`config.mk`:
```
export PLATFORM = sky130hd
export DESIGN_NAME = bitcompare_arbiter
export DESIGN_NICKNAME = d
export VERILOG_FILES = /design/src/rtl/bitcompare_arbiter.sv
export SDC_FILE = /design/constraint.sdc
export NUM_CORES = 1
export LEC_CHECK = 0
export CORE_MARGIN = 10
export CORE_UTILIZATION = 40
export CTS_CLUSTER_SIZE = 24
export DETAILED_ROUTE_END_ITERATION = 16
export PLACE_DENSITY = 0.7
export SLEW_MARGIN = 20
export SYNTH_ARGS = -nofsm -noshare
export SYNTH_HDL_FRONTEND = slang
export SYNTH_SLANG_ARGS = --single-unit
```
`constraint.sdc`:
```
create_clock -name clk -period 1.68 [get_ports clk]
set_input_delay 0.336 -clock clk [delete_from_list [all_inputs] [get_ports clk]]
set_output_delay 0.336 -clock clk [all_outputs]
set_load 0.02 [all_outputs]
```
`src/rtl/bitcompare_arbiter.sv`:
```
// rtl/bitcompare_arbiter.sv - two-requester round-robin arbiter sharing one unsigned greater-than comparator
module bitcompare_arbiter #(
    parameter int WIDTH     = 10,
    parameter int CNT_WIDTH = 8
) (
    input  logic                 clk,
    input  logic                 reset,
    input  logic                 req0,
    input  logic                 req1,
    input  logic [WIDTH-1:0]     a0,
    input  logic [WIDTH-1:0]     b0,
    input  logic [WIDTH-1:0]     a1,
    input  logic [WIDTH-1:0]     b1,
    output logic                 gnt0,
    output logic                 gnt1,
    output logic                 done0,
    output logic                 done1,
    output logic                 gt,
    output logic                 busy,
    output logic [CNT_WIDTH-1:0] cmp_count,
    output logic [CNT_WIDTH-1:0] gt_count
);

    typedef enum logic [1:0] {
        IDLE = 2'd0,
        CMP  = 2'd1,
        DONE = 2'd2
    } state_t;

    localparam logic [CNT_WIDTH-1:0] CNT_MAX = '1;

    state_t           state;
    state_t           state_nxt;
    logic             winner;
    logic             last_served;
    logic             win_sel;
    logic             any_req;
    logic             gt_q;
    logic [WIDTH-1:0] opa;
    logic [WIDTH-1:0] opb;

    assign any_req = req0 | req1;

    // On contention the requester that was not served last wins.
    always_comb begin
        win_sel = req1;
        if (req0 && req1) begin
            win_sel = ~last_served;
        end
    end

    always_ff @(posedge clk or negedge reset) begin
        if (!reset) begin
            state <= IDLE;
        end else begin
            state <= state_nxt;
        end
    end

    always_comb begin
        state_nxt = state;
        case (state)
            IDLE:    state_nxt = any_req ? CMP : IDLE;
            CMP:     state_nxt = DONE;
            DONE:    state_nxt = IDLE;
            default: state_nxt = IDLE;
        endcase
    end

    always_ff @(posedge clk or negedge reset) begin
        if (!reset) begin
            winner      <= 1'b0;
            last_served <= 1'b1;
            opa         <= '0;
            opb         <= '0;
            gt_q        <= 1'b0;
            cmp_count   <= '0;
            gt_count    <= '0;
        end else begin
            case (state)
                IDLE: begin
                    if (any_req) begin
                        winner      <= win_sel;
                        last_served <= win_sel;
                        opa         <= win_sel ? a1 : a0;
                        opb         <= win_sel ? b1 : b0;
                    end
                end
                CMP: begin
                    gt_q <= (opa > opb);
                end
                DONE: begin
                    if (cmp_count != CNT_MAX) begin
                        cmp_count <= cmp_count + 1'b1;
                    end
                    if (gt_q && (gt_count != CNT_MAX)) begin
                        gt_count <= gt_count + 1'b1;
                    end
                end
                default: begin
                end
            endcase
        end
    end

    always_comb begin
        gnt0  = (state == CMP)  && !winner;
        gnt1  = (state == CMP)  &&  winner;
        done0 = (state == DONE) && !winner;
        done1 = (state == DONE) &&  winner;
        busy  = (state != IDLE);
        gt    = gt_q;
    end

endmodule

```
-- Word-level counts from Yosys, hierarchy flattened
Index checks and enable logic that the tools add are counted.
- output and inout port bits: 22
- input bits: 44
- bits in registers: 41
- word-level logic and storage cells: 34
- reduce and logical (&&, ||, !) cells: 12
- eq/ne operators: 4
- add/sub/neg operators: 2
- muxes and demuxes: 5
- order comparisons: 1
- bitwise gates (word level): 2
- operators by type and width (operator ; count):
    $mux W10 ; 2
    $add A8 B1 Y8 const B ; 2
    $ne A8 B8 Y1 const B ; 2
    $gt A10 B10 Y1 ; 1
    $logic_and A1 B1 Y1 ; 6
    $reduce_and A2 Y1 ; 3
    $pmux W2 S2 ; 1
    $eq A2 B1 Y1 const B ; 1
    $eq A2 B2 Y1 const B ; 1
    $logic_not A2 Y1 ; 1
    $mux W1 ; 2
    $reduce_bool A2 Y1 ; 1
    $logic_not A1 Y1 ; 1
    $not A1 Y1 ; 1
    $or A1 B1 Y1 ; 1

-- Longest topological paths before layout
- word-level depth: 3
- depth in mapped cells: 6

-- Worst setup path after synthesis
Ideal clock, no wire load.
- path kind: register -> register
- from: reg gt_count[0]
- to: reg gt_count[1]
- path slack: 0.125 ns
- cell stages (with the launch flop): 5
- arrival: 1.428 ns
- cell sequence: dfrtp_1 ha_1 nand3_1 o211ai_4 mux2_1
- cells in the longest elaborated chain, start to end: 3
- elaborated cells between the ends (all ways): 4
- RTL lines (item ; RTL line ; source):
    start: declaration ; 21 ; output logic [CNT_WIDTH-1:0] gt_count
    start signal: assignment ; 97 ; gt_count <= gt_count + 1'b1;
    parallel branches: the longest is 3 deep, another holds $add A8 B1 Y8 ; n/a ;
Several ways; the timed one is not identified.
A chain may end at the register's enable or synchronous reset.

-- Worst setup path in the final report
- from: reg gt_count[6]
- to: out gt_count[6]
No word-level cell between the ends.

==> metrics.yaml <==
worst_setup_path:
  startpoint_type: "flop"
  cp.arrival_ns: 1.29
  cp_top_family: "buffers and inverters"
  rr_startpoint: "cmp_count[0]$_DFFE_PN0P_"
  critPathBufInv: 1
  crit_type: "reg2out"
  cp_cell_sequence: "clkdlybuf4s50_1"
  max_stage_delay_ns: 0.62
  critPathRequiredTime_ns: 1.34
  end_kind: "output port"
  cp-startpoint: "gt_count[6]$_DFFE_PN0P_"
  critPathMaxFanout: 3
  cpMaxStageDelayCell: "clkdlybuf4s50_1"
clock_network:
  clk-insertion-delay-late_ns: 0.29
  htree_num_levels: 2
  clk_pin_slew_ns: 0.08
  cts_hold_buf: 0
  cts_tree: "done"
  clkSinkCount: 41
  cts_root_buf: "clkbuf_8"
  cts_buffers: 5
  clk_path_buf_depth: 2
synth:
  synth_area_leaders: "dfrtp_1 46%, mux2i_1 9.3%, ha_1 7.0%"
  synthesis.nets: 264
  syn_avg_cell_area_um2: 10.4
  synthArstFlopShare: 1.00
  synthDominantAreaCellType: "dfrtp_1"
  yosysWarningCount: 0
  seq_area_frac_synth: 0.476
  synth_commonest_cells: "40 x dfrtp_1, 31 x nor2_1, 25 x a21oi_1, 20 x mux2i_1, 14 x inv_1"
  synth_flop_cell: "dfrtp_1"
  synth_cell_types: 40
  synth_most_common_cell: "dfrtp_1"
  netlist.area_leader.share: 0.464
  synth_edf_count: 0
  netlist_instances: 208
  synth_seq_cells: 41
  synthesis.area_mm2: 0.00216
placed_design:
  place_area_mm2: 0.00294
  io_buffers: 65
  dp_hpwl_um: 3660
  place_congestion: 0.813
floorplan:
  die_x_um: 93.4
  ioPinCount: 66
  coreArea_mm2: 0.00517
  die_area_mm2: 0.00873
  start_util: 0.417
  rows: 26
  die_h_um: 93.4
detailed_routing:
  wirelength_um: 4860
  dr_total_vias: 1726
  viasPerCell: 4.89
  first_iter_violations: 58
  firstDrtPassIters: 4
  wl_per_cell_um: 13.8
  ant_nets: 0
  drc: 0
power_and_ir_drop:
  finalPower_mw: 4.52
  cellPowerDensity_mw_per_mm2: 1500
  leakage_nw: 1.48
  vdd_drop_max_mv: 0.761
global_routing:
  grt_overflow: 0
  grt_pass1_vias: 1717
  antenna_found_initial: 0
  grt_pass1_wl_um: 8020
  grt_max_degree: 43
  grt_util_all_layers: 0.112
sta:
  setup_violations: 0
  slew_headroom: 0.660
  final-hold-violation-count: 0
  fin_crit_ns: 1.63
  rsz0062_at_grt: "false"
  skew_ns: 0.00765
  min_period_over_period: 0.971
  tightest_slew_ns: 0.511
  fmax_mhz: 613
  slew_viol_final: 0
  fin_hold_ws_ns: 0.104
flow_run:
  cap_violations: 0
cells_and_area:
  diodes: 0
  drive_above_1_share: 0.106
  design_area_mm2: 0.00302
  nets: 338
  nFillCells: 480
  area_growth_pct: 40.0
hold_path:
  hold_class: "in2async"
run_status:
  outcome: "finished, final reports clean"
## where the power goes
part / internal [mW] / leakage, nW / total, mW / switching [mW]
registers: 1.39 / 0.491 / 1.68 / 0.294
clock network: 0.371 / 0.0542 / 0.698 / 0.327
logic: 1.01 / 0.936 / 2.14 / 1.12
## repair_timing
| item | in CTS | in global routing |
|---|---|---|
| gates resized for setup | 15 | 13 |
| setup buffers | 0 | 0 |
| setup endpoints to repair | 15 | 9 |
## cells by family (layout without fill, tap and decap cells)
group	Yosys count	count (layout)	synth area share
and+or+nand+nor	57	57	0.131
buffers and inverters	21	96	0.0441
adders and majority gates	12	12	0.0696
muxes	22	22	0.105
DFF	41	41	0.476
xor gates and xnor gates	9	9	0.0366
AOI/OAI and AO/OA	46	46	0.137
## registers in the layout, summed over array words and instances, names as in the netlist
| register | cells |
|---|---|
| state | 2 |
| cmp_count | 8 |
| gt_count | 8 |
| gt | 1 |
| last_served | 1 |
| winner | 1 |
| opb | 10 |
| opa | 10 |
## area by class of cell
cell class	instances	area, µm²	share of cell area
inverters	14	52.6	0.0174
clock inverters	1	5.00	0.00166
multi-input cells	146	1030	0.342
well taps	70	87.6	0.0290
repair buffers	74	717	0.237
clock buffers	7	96.3	0.0319
flip-flops and latches	41	1030	0.340
## routing by layer
layer,part of all wire,global-route usage,up-vias,wire length [µm]
met2,0.45,0.179,48,2180
met3,0.065,0.0400,6,317
met1,0.47,0.134,792,2280
met5,0,0,-,0
met4,0.016,0.0463,0,80
li1,-,-,880,-
## worst paths after layout
kind                                                  to  slack [ns]  cells after the start
worst max-delay path                         gt_count[6]        0.05                      1
min in group clk                 gt_count[6]$_DFFE_PN0P_        0.50                      1
worst min register to register   gt_count[6]$_DFFE_PN0P_        0.50                      1
worst min-delay path            cmp_count[7]$_DFFE_PN0P_        0.10                      2
worst max register to register  cmp_count[1]$_DFFE_PN0P_        0.15                      4
max in group asynchronous        last_served$_DFFE_PN1P_        1.21                      2
## cells in the final DEF, fill, tap and decap left out, types with 2 or more instances in the layout
cell,Yosys,layout
a21oi_1,25,25
a31oi_1,5,5
a41oi_1,4,4
and4_1,2,2
buf_12,0,2
buf_4,3,7
clkbuf_2,0,4
clkbuf_8,0,7
clkdlybuf4s50_1,0,44
dfrtp_1,40,40
dlygate4sd2_1,0,11
dlymetal6s2s_1,0,5
ha_1,12,12
inv_1,14,14
mux2i_1,20,20
nand2_1,4,4
nand2b_1,2,2
nand3_1,4,4
nor2_1,31,31
nor2b_1,3,3
nor3_1,3,3
o21ai_0,2,2
xnor2_1,2,2
xor2_1,7,7
## through the flow
| step | utilization | setup slack [ns] | TNS (ns) | cells |
|---|---|---|---|---|
| after floorplan | - | 0.125 | 0 | 208 |
| after global placement | 0.568 | -0.0214 | -0.0545 | 345 |
| after detailed placement | 0.568 | -0.0586 | -0.298 | 345 |
| after CTS | 0.584 | 0.000241 | 0 | 353 |
| after global routing | 0.584 | 0.00572 | 0 | 353 |
| final | 0.584 | 0.0495 | 0 | 353 |
Power figures use the tool's default switching activity.
